$ cat src/rtl/dmem_store_buffer.sv
// dmem_store_buffer: posted-write FIFO between the CPU data port and a slow RAM, with youngest-match load forwarding.
// Define STBUF_COALESCE_EN to merge stores into matching pending (not in-flight) entries.
module dmem_store_buffer #(
  parameter int DEPTH = 4
) (
  input  logic        clock,
  input  logic        reset,
  input  logic [31:0] cpu_addr,
  input  logic [31:0] cpu_wdata,
  input  logic        cpu_wmem,
  input  logic        cpu_rmem,
  output logic [31:0] cpu_rdata,
  output logic        stall,
  output logic        sb_empty,
  output logic [31:0] mem_raddr,
  input  logic [31:0] mem_rdata,
  output logic        mem_req,
  output logic [31:0] mem_waddr,
  output logic [31:0] mem_wdata,
  input  logic        mem_ack
);
  localparam int AW = $clog2(DEPTH);
`ifdef STBUF_COALESCE_EN
  localparam logic COAL = 1'b1;
`else
  localparam logic COAL = 1'b0;
`endif
  typedef enum logic {IDLE, BUSY} state_t;
  state_t        r_state, w_state_nxt;
  logic [29:0]   r_addr [DEPTH];
  logic [31:0]   r_data [DEPTH];
  logic [AW-1:0] r_head, r_tail, w_idx, w_co_idx;
  logic [AW:0]   r_count, w_count_nxt;
  logic [31:0]   w_fwd_data;
  logic          w_co_hit, w_coal, w_push, w_pop, w_unused_lo;
  // Walk oldest to youngest so the last match is the youngest one.
  always_comb begin
    w_idx = r_head;
    w_fwd_data = mem_rdata;
    w_co_hit = 1'b0;
    w_co_idx = r_head;
    for (int i = 0; i < DEPTH; i++) begin
      w_idx = r_head + AW'(i);
      if ((AW+1)'(i) < r_count && r_addr[w_idx] == cpu_addr[31:2]) begin
        w_fwd_data = r_data[w_idx];
        if (!(i == 0 && r_state == BUSY)) begin
          w_co_hit = 1'b1;
          w_co_idx = w_idx;
        end
      end
    end
  end
  assign w_coal      = COAL & cpu_wmem & w_co_hit;
  assign stall       = cpu_wmem & (r_count == (AW+1)'(DEPTH)) & ~w_coal;
  assign w_push      = cpu_wmem & ~stall & ~w_coal;
  assign w_pop       = (r_state == BUSY) & mem_ack;
  assign w_count_nxt = r_count + (AW+1)'(w_push) - (AW+1)'(w_pop);
  assign cpu_rdata   = (cpu_rmem & ~cpu_wmem) ? w_fwd_data : mem_rdata;
  assign mem_raddr   = {cpu_addr[31:2], 2'b00};
  assign mem_waddr   = {r_addr[r_head], 2'b00};
  assign mem_wdata   = r_data[r_head];
  assign mem_req     = (r_state == BUSY);
  assign sb_empty    = (r_count == '0);
  assign w_unused_lo = &{1'b0, cpu_addr[1:0]};
  always_comb begin
    w_state_nxt = r_state;
    w_state_nxt = (r_state == IDLE) ? ((r_count != '0) ? BUSY : IDLE)
                                    : ((w_pop && w_count_nxt == '0) ? IDLE : BUSY);
  end
  always_ff @(posedge clock or posedge reset) begin
    if (reset) begin
      r_state <= IDLE;
      r_head  <= '0;
      r_tail  <= '0;
      r_count <= '0;
      for (int i = 0; i < DEPTH; i++) begin
        r_addr[i] <= '0;
        r_data[i] <= '0;
      end
    end else begin
      r_state <= w_state_nxt;
      r_count <= w_count_nxt;
      if (w_push) begin
        r_addr[r_tail] <= cpu_addr[31:2];
        r_data[r_tail] <= cpu_wdata;
        r_tail         <= r_tail + AW'(1);
      end
      if (w_coal) r_data[w_co_idx] <= cpu_wdata;
      if (w_pop) r_head <= r_head + AW'(1);
    end
  end
endmodule

$ cat config.mk
export PLATFORM = sky130hd
export DESIGN_NAME = dmem_store_buffer
export DESIGN_NICKNAME = d
export VERILOG_FILES = /design/src/rtl/dmem_store_buffer.sv
export SDC_FILE = /design/constraint.sdc
export NUM_CORES = 1
export LEC_CHECK = 0
export CAP_MARGIN = 20
export CORE_UTILIZATION = 25
export DETAILED_ROUTE_END_ITERATION = 6
export GPL_TIMING_DRIVEN = 1
export HOLD_SLACK_MARGIN = 0.1
export PLACE_DENSITY_LB_ADDON = 0.3
export RECOVER_POWER = 100
export SLEW_MARGIN = 20
export SYNTH_ARGS = -nofsm -noshare
export SYNTH_HDL_FRONTEND = slang
export SYNTH_SLANG_ARGS = --single-unit
$ cat constraint.sdc
create_clock -name clock -period 11.8 [get_ports clock]
set_input_delay 2.36 -clock clock [delete_from_list [all_inputs] [get_ports clock]]
set_output_delay 2.36 -clock clock [all_outputs]
set_load 0.02 [all_outputs]
## Word level (Yosys, flattened, before mapping)

Cells that the tools add are included.
Widths: inputs -> output; s select.

- Bits in registers: 256
- Bits in latches: 0
- RAM bits: 0
- ROM bits: 0
- Bits of input ports: 101
- Output and inout port bits: 131
- Memories: 0

- $add $sub $neg: 6
- Multipliers: 0
- Divide/modulo/power cells: 0
- $lt $le $gt $ge: 10
- Equality and inequality tests: 5
- Shifts and indexed selects: 0
- Muxes and demuxes: 38
- Bitwise operators: 11
- Reductions and logical operators: 9

Operators with widths:

| operator | number |
|---|---|
| $mux 32 | 14 |
| $mux 30 | 9 |
| $bmux 32 s2 | 4 |
| $bmux 30 s2 | 4 |
| $bwmux 128 | 1 |
| $bwmux 120 | 1 |
| $eq 30x30->1 | 4 |
| $demux 32 s2 | 1 |
| $demux 30 s2 | 1 |
| $ge 3x3->1 const B | 5 |
| $not 2->3 | 5 |
| $logic_and 1x1->1 | 6 |
| $logic_not 3->1 | 2 |
| $lt 1x3->1 const A | 2 |
| $lt 2x3->1 const A | 2 |
| $add 2x1->2 const B | 2 |
| $add 2x2->2 const B | 2 |
| $and 1x1->1 | 4 |
| $add 3x1->3 | 1 |
| $eq 3x3->1 const B | 1 |
| $lt 3x1->1 const B | 1 |
| $mux 1 | 3 |
| $reduce_bool 3->1 | 1 |
| $sub 3x1->3 | 1 |
| $not 1->1 | 2 |

## Logic depth before layout (Yosys ltp)

Gate-level depths: netlist of run 1.

- Depth in word-level cells: 11
- Mapped depth: 15
- Gate-level depth less buffers: 11

## Least setup slack after synthesis of run 1

No wires, ideal clock.

- Path type: input to output
- From: input port cpu_addr[24]
- To: output port cpu_rdata[0]
- Data arrival time: 4880 ps
- Setup slack: 4560 ps
- Stages: 10
- Path buffers: 3
- Path through: clkbuf_1 > o22ai_1 > a2111oi_2 > o22ai_1 > or4b_4 > o2bb2a_1 > clkbuf_1 > buf_2 > a21o_1 > o21ai_1

- Cells in the longest elaborated chain, start to end: 7

Ends and longest elaborated chain:

| element | RTL line | text |
|---|---|---|
| start, declared | 8 | `input logic [31:0] cpu_addr,` |
| $eq 30x30->1 | 44 | `if ((AW+1)'(i) < r_count && r_addr[w_idx] == cpu_addr[31:2]) begin` |
| $logic_and 1x1->1 | 44 |  |
| $mux 32 (3 in series) | 44 |  |
| $mux 32 (*) | 44 |  |
| $mux 32 (*) | 58 | `assign cpu_rdata = (cpu_rmem & ~cpu_wmem) ? w_fwd_data : mem_rdata;` |
| end, declared | 12 | `output logic [31:0] cpu_rdata,` |

Every way passes the cells marked *; elsewhere a longest branch is shown, timed or not.

## Worst setup path in the final report of run 1

- From: register r_head[1]
- To: output port cpu_rdata[16]

- Cells in the longest elaborated chain, start to end: 11

Ends and longest elaborated chain:

| element | RTL line | text |
|---|---|---|
| start, declared | 32 | `logic [AW-1:0] r_head, r_tail, w_idx, w_co_idx;` |
| start signal, assigned | 89 | `if (w_pop) r_head <= r_head + AW'(1);` |
| $add 2x1->2 / $not 2->3 (equally long branches) | 43, 44, 45 |  |
| $not 2->3 (not written as such) / $bmux 30 s2 (equally long branches) | 44, 45 |  |
| $bmux 30 s2 / $mux 30 (equally long branches) | 44 |  |
| $mux 30 (not written as such) | 44 |  |
| $mux 30 (not written as such) / $eq 30x30->1 (equally long branches) | 44 |  |
| $eq 30x30->1 / $logic_and 1x1->1 (equally long branches) | 44 |  |
| $logic_and 1x1->1 / $mux 32 (equally long branches) | 44 |  |
| $mux 32 (2 in series) | 44 |  |
| $mux 32 (*) | 44 |  |
| $mux 32 (*) | 58 |  |

Every way passes the cells marked *; elsewhere a longest branch is shown, timed or not. The select of a mux whose other input is x is not followed.

==> results of run 1 <==
cells by family after synthesis:
group,Yosys count,share of synthesized area
mux,540,0.3310
compound gates,329,0.1227
simple gates,317,0.09044
flops,256,0.3425
buf+inv,213,0.06134
xor+xnor,97,0.04542
fa+ha+maj,9,0.006422
other cells,1,0.0002005
per-stage QoR:
stage / instance area [um2] / setup slack, ns / instances / util
after floorplan: 18720 / 2.398 / 1765 / -
after global placement: 21330 / 2.368 / 2775 / 0.2904
after detailed placement: 21330 / 2.294 / 2775 / 0.2904
after CTS: 22470 / 2.265 / 2835 / 0.3059
after global routing: 22400 / 1.252 / 2835 / 0.3050
final: 22400 / 1.819 / 2836 / 0.3050
registers in the layout (all words and copies together) (netlist names):
signal   count
r_addr     120
r_count      3
r_tail       2
mem_req      1
r_head       2
r_data     128
power breakdown:
group          switching [mW]  internal [mW]
clock                   0.419          0.648
sequential              0.440           1.33
combinational            2.33           1.97
total                    3.19           3.95
per-layer routing:
metal	GRT usage	wire length, um
met3	0.02993	3511
met5	0	34
met1	0.2089	26860
met4	0.04609	1305
met2	0.2684	29980
cell usage in the layout (no fill, tap or decap), types with 51 or more instances in the layout:
master	n
xnor2_1	63
a21oi_1	79
dlygate4sd3_1	121
a221oi_1	68
dfrtp_1	256
nor2_1	51
mux2i_1	259
mux2_2	241
nor3_1	74
clkdlybuf4s50_1	104
nand2_1	53
worst max-delay path by stage:
stage | from | endpoint | cells past startpoint
global placement | cpu_addr[29] | cpu_rdata[3] | 11
floorplan | reset | mem_req | 1
finish | r_head[1] | cpu_rdata[16] | 13
CTS | cpu_addr[29] | cpu_rdata[4] | 11
global route | reset | r_data[107] | 3
detailed placement | cpu_addr[29] | cpu_rdata[4] | 11
critical path: cells and delay by family (launching register included):
family | cells | cell delay, ns
buffers and inverters | 4 | 2.68
flip-flops | 1 | 1.94
AO/OA/AOI/OAI | 4 | 0.73
XOR/XNOR | 1 | 0.16
multiplexers | 2 | 0.56
AND/OR/NAND/NOR | 2 | 0.77
layout make-up:
type                    count  area (um2)
fillers                  7530       51050
repair buffers            247        2420
clock inverters             8       107.6
inverters                  17       70.07
flip-flops and latches    256        6406
well taps                 959        1200
multi-input cells        1296       11170
diodes                      1       2.502
clock buffers              52        1031
==> out/metrics.csv, run 1 <==
metric,value,unit
initial antenna violation count,3,
DR pass1 iterations,5,
max frequency,100.2,MHz
via count,14851,
Final Max Slew Viols,557,
Yosys reg bits,256,
H-tree levels,2,
# clock sinks,256,
CP startpoint kind,flop,
"FFs w/ async S/R, synth",1.000,
kind of critical path,flop to output port,
DRC viols,0,
"Top FF cell, synth",dfrtp_1,
Hold EP,r_addr[107],
post-CTS setup buffer count,0,
peak supply drop,142.6,uV
"Area growth, synth to finish",19.78,%
outcome,"complete, but fails checks",
post_cts resized,0,
"Seq/Total Area, Yosys",0.3425,
hold buffers post-CTS,0,
Worst Skew,0.02409,ns
post-synth top area share,0.3425,
syn avg cell area,10.62,um2
clk buf depth,3,
PortBufs,225,
root buffer cell,clkbuf_16,
dpl hpwl,40180,um
RSZ-0062 raised after global routing,no,
Total Nets Final,1964,
I/O Pins,232,
hold slack,0.5121,ns
post-route ant nets,0,
violated checks,"max-capacitance violations, max-slew violations",
Synth area leader,dfrtp_1,
Post-synth EDFFs,0,
HP Start,r_addr[107],
Tmin final,9.981,ns
clock buffer count from CTS,36,
first-pass GRT wire length,93180,um
Final setup viols,0,
most frequent cell after synthesis,mux2i_1,
clk_lat worst skew,0.55,ns
Pleak,9.153,nW
Synth Instances,1762,
gr usage total,0.1602,
vias per cell,5.237,
worst hold path class,flop to flop,
Synth top cells by count,"259 x mux2i_1, 256 x dfrtp_1, 241 x mux2_2",
drt total wl,61690,um
Power Density,318.6,nW/um2
fin crit share,0.8459,
synth unique cells,73,
vias in the first global route,15063,
slew margin rel.,-2.817,
WP data required,9.44,ns
Initial Utilization,0.2546,
core region area,73450,um2
"Hold Violations, Final",0,
drt wl/cell,21.75,um
setup_tns,0,ns
largest net degree at the start of global routing,122,
Hold Path Cell Cnt,2,
num rows,99,
FF-to-FF Start,r_count[1],
Die Y,275.5,um
die area,75910,um2
clk slew on worst S/H paths,0.05,ns
CTS tree,yes,
Die Wd,275.5,um
crit path DAT,7.62,ns
FF-to-FF End,r_data[4],
max cap viols,10,
max incr delay on CP,1.94,ns
synth warn,0,
actual slew at the worst max-slew pin,5.725,ns
Final GP Congestion,0.8841,
final total power,7.137,mW
CP cell instances,"buf_12, buf_4, mux2i_1, mux2i_1, xnor2_1, o2111ai_1, or4b_4, a211oi_4, buf_4, a221oi_1, nor2_1, o21ai_1, dlygate4sd3_1",
crit-path max FO,101,
synthesized area,18700,um2
1st-iter DRT viols,1164,
most area-consuming cells after synthesis,"dfrtp_1 34%, mux2_2 15%, mux2i_1 14%",
Worst setup EP type,output port,
grt total ovfl,0,
slowest cell on the critical path,dfrtp_1,
worst reg2reg path depth,5,
layout cells sized above 1,0.1919,
flop2flop setup slack,6.36,ns
Power figures use the tool's default switching activity.
==> run 2: changes to the inputs <==
==> constraint.sdc (replaced) <==
create_clock -name clock -period 9.05 [get_ports clock]
set_input_delay 1.81 -clock clock [delete_from_list [all_inputs] [get_ports clock]]
set_output_delay 1.81 -clock clock [all_outputs]
set_load 0.02 [all_outputs]
==> run 2 against run 1 <==
  * The run still ends with max-capacitance violations, max-slew violations left
  * Design area up 0.46%
  * First-iteration DRC count down 22%
  * Clock-buffer cell count up 2
  * Non-clock buffer count up 2
  * Clock power up 35%
  * Utilization up 0.14 points
  * Global-route usage down 0.14 points
  * Wire length down 1.2%
  * Register-to-register slack worse by 2.6 ns
  * Worst hold slack worse by 0.030 ns
  * Largest cell class unchanged
  * Largest power group unchanged
  * Highest routed layer unchanged
==> out/metrics.csv, run 2 (synthesis gave the netlist of run 1 again) <==
metric,value,unit,change
FF-to-FF Start,r_count[1],,unchanged
slew margin rel.,-2.502,,was -2.817
1st-iter DRT viols,907,,was 1164
# clock sinks,256,,unchanged
FF/Latch Area,6414,um2,was 6406 um2
final total power,9.317,mW,was 7.137 mW
Pleak,9.201,nW,was 9.153 nW
via count,14822,,was 14851
Critical path buffers and inverters,3,,was 4
DRC viols,0,,unchanged
Reg with most FFs,r_data,,unchanged
num rows,99,,unchanged
clk_lat worst skew,0.55,ns,about the same
WP data required,7.24,ns,was 9.44 ns
antenna fix cells,0,,was 1
first-pass GRT wire length,92300,um,was 93180 um
Hold EP,mem_req,,was r_addr[107]
CP startpoint kind,flop,,unchanged
max reg flops,128,,unchanged
grt total ovfl,0,,unchanged
CP cell instances,"clkbuf_1, mux2i_1, mux2i_1, xnor2_1, nand4_1, nor4_1, nand4_1, buf_4, mux2i_1, a21o_1, o21ai_1, dlygate4sd3_1",,"was buf_12, buf_4, mux2i_1, mux2i_1, xnor2_1, o2111ai_1, or4b_4, a211oi_4, buf_4, a221oi_1, nor2_1, o21ai_1, dlygate4sd3_1"
largest net degree at the start of global routing,162,,was 122
H-tree levels,2,,unchanged
"commonest non-fill, non-tap cells in the layout","259 x mux2i_1, 254 x dfrtp_1, 241 x mux2_2, 118 x dlygate4sd3_1, 107 x clkdlybuf4s50_1",,"was 259 x mux2i_1, 256 x dfrtp_1, 241 x mux2_2, 121 x dlygate4sd3_1, 104 x clkdlybuf4s50_1"
clock buffer count from CTS,36,,unchanged
setup_tns,0,ns,unchanged
worst hold path class,flop to flop,,unchanged
PortBufs,225,,unchanged
vias in the first global route,15124,,was 15063
HP Start,mem_req,,was r_addr[107]
flop2flop setup slack,3.75,ns,was 6.36 ns
max cap viols,12,,was 10
CTS tree,yes,,unchanged
Initial Utilization,0.2546,,unchanged
outcome,"complete, but fails checks",,unchanged
Die Wd,275.5,um,unchanged
die area,75910,um2,unchanged
gr usage total,0.1588,,was 0.1602
post_cts resized,0,,unchanged
worst reg2reg path depth,5,,unchanged
crit-path max FO,40,,was 101
fin area,22510,um2,was 22400 um2
Worst setup EP type,output port,,unchanged
Tmin final,8.318,ns,
root buffer cell,clkbuf_16,,unchanged
Final GP Congestion,0.8857,,was 0.8841
initial antenna violation count,3,,unchanged
"Hold Violations, Final",0,,unchanged
clk slew on worst S/H paths,0.06,ns,was 0.05 ns
Die Y,275.5,um,unchanged
hold buffers post-CTS,0,,unchanged
Worst Skew,0.01749,ns,was 0.02409 ns
core region area,73450,um2,unchanged
max frequency,120.2,MHz,
hold slack,0.4820,ns,was 0.5121 ns
Hold Path Cell Cnt,1,,was 2
Final Max Slew Viols,566,,was 557
largest registers,"r_data (128), r_addr (120), r_count (3)",,unchanged
violated checks,"max-capacitance violations, max-slew violations",,unchanged
kind of critical path,flop to output port,,unchanged
Final setup viols,0,,unchanged
post-route ant nets,0,,unchanged
crit path DAT,6.51,ns,was 7.62 ns
Crit path max-delay family,buffers and inverters,,unchanged
"most common cell after layout, fill and taps aside",mux2i_1,,unchanged
RSZ-0062 raised after global routing,no,,unchanged
Layout fillers,7509,,was 7530
layout cells sized above 1,0.1962,,was 0.1919
final worst slack,0.7321,ns,was 1.819 ns
FF-to-FF End,r_data[44],,was r_data[4]
drt wl/cell,21.47,um,was 21.75 um
drt total wl,60960,um,was 61690 um
max incr delay on CP,1.28,ns,was 1.94 ns
actual slew at the worst max-slew pin,5.224,ns,was 5.725 ns
"worst slack, placed",1.286,ns,was 2.294 ns
footprint of the multi-input gates,11170,um2,about the same
DR pass1 iterations,5,,unchanged
vias per cell,5.219,,was 5.237
Total Nets Final,1966,,was 1964
placed cell area,21370,um2,was 21330 um2
fin crit share,0.9191,,
CP dominant cell by count,mux2i_1,,
I/O Pins,232,,unchanged
post-CTS setup buffer count,0,,unchanged
Power Density,413.9,nW/um2,was 318.6 nW/um2
slowest cell on the critical path,clkbuf_1,,was dfrtp_1
peak supply drop,224.3,uV,was 142.6 uV
dpl hpwl,39660,um,was 40180 um
"Area growth, synth to finish",20.34,%,was 19.78%
clk buf depth,3,,unchanged
## run 2: changes by cell type in the layout (fill, tap and decap cells not counted), moves of 2 or more
cell,delta
clkbuf_2,+2
buf_4,-2
clkbuf_1,-2
dlygate4sd3_1,-3
dfrtp_1,-2
dfrtp_4,+2
clkbuf_8,+4
clkdlybuf4s50_1,+3
buf_12,+2
## run 2: power by group
group / total [mW] / switching (mW) / internal (mW)
combinational: 5.55 / 3.00 / 2.55
clock: 1.44 / 0.561 / 0.883
sequential: 2.32 / 0.578 / 1.74
## run 2: worst register-to-register path, stage by stage (launching register included)
cell and delay (ns):
dfrtp_1 0.46, nor2_1 0.16, a21boi_0 0.32, nand2_1 1.50, clkbuf_1 2.21, mux2_2 0.52
## run 2: per-layer routing
layer	wire (um)	vias up	global-route usage
li1	-	6756	-
met1	26550	7491	0.2064
met2	28530	447	0.2560
met3	3467	122	0.03080
met4	2373	6	0.06761
met5	41	-	0
## run 2: how the worst max path moves through the flow
stage,cells past startpoint,slack [ns],endpoint,startpoint
after global routing,12,0.51,cpu_rdata[14],r_head[1]
after floorplan,1,0.20,mem_req,reset
final,12,0.73,cpu_rdata[1],r_head[1]
after CTS,12,1.25,cpu_rdata[4],cpu_addr[29]
after detailed placement,12,1.29,cpu_rdata[4],cpu_addr[29]
after global placement,12,1.26,cpu_rdata[3],cpu_addr[29]
## run 2: layout make-up
| type | instances | share of cell area |
|---|---|---|
| Multi-Input combinational cell | 1296 | 0.4961 |
| Sequential cell | 256 | 0.2850 |
| Timing Repair Buffer | 249 | 0.1091 |
| Tap cell | 959 | 0.05331 |
| Clock buffer | 54 | 0.04792 |
| Clock inverter | 9 | 0.005559 |
| Inverter | 17 | 0.003113 |
## run 2: per-stage QoR
stage / cells / util
finish: 2840 / 0.3064
global route: 2840 / 0.3064
CTS: 2840 / 0.3073
detailed placement: 2777 / 0.2909
global placement: 2777 / 0.2909
floorplan: 1765 / -
==> run 3: changes to the inputs <==
--- a/config.mk
+++ b/config.mk
@@ -9,7 +9,7 @@
 export CORE_UTILIZATION = 25
 export DETAILED_ROUTE_END_ITERATION = 6
 export GPL_TIMING_DRIVEN = 1
-export HOLD_SLACK_MARGIN = 0.1
+export HOLD_SLACK_MARGIN = 0.02
 export PLACE_DENSITY_LB_ADDON = 0.3
 export RECOVER_POWER = 100
 export SLEW_MARGIN = 20
==> results of run 3 <==
No change in the layout: final DEF, timing and power equal those of run 2.
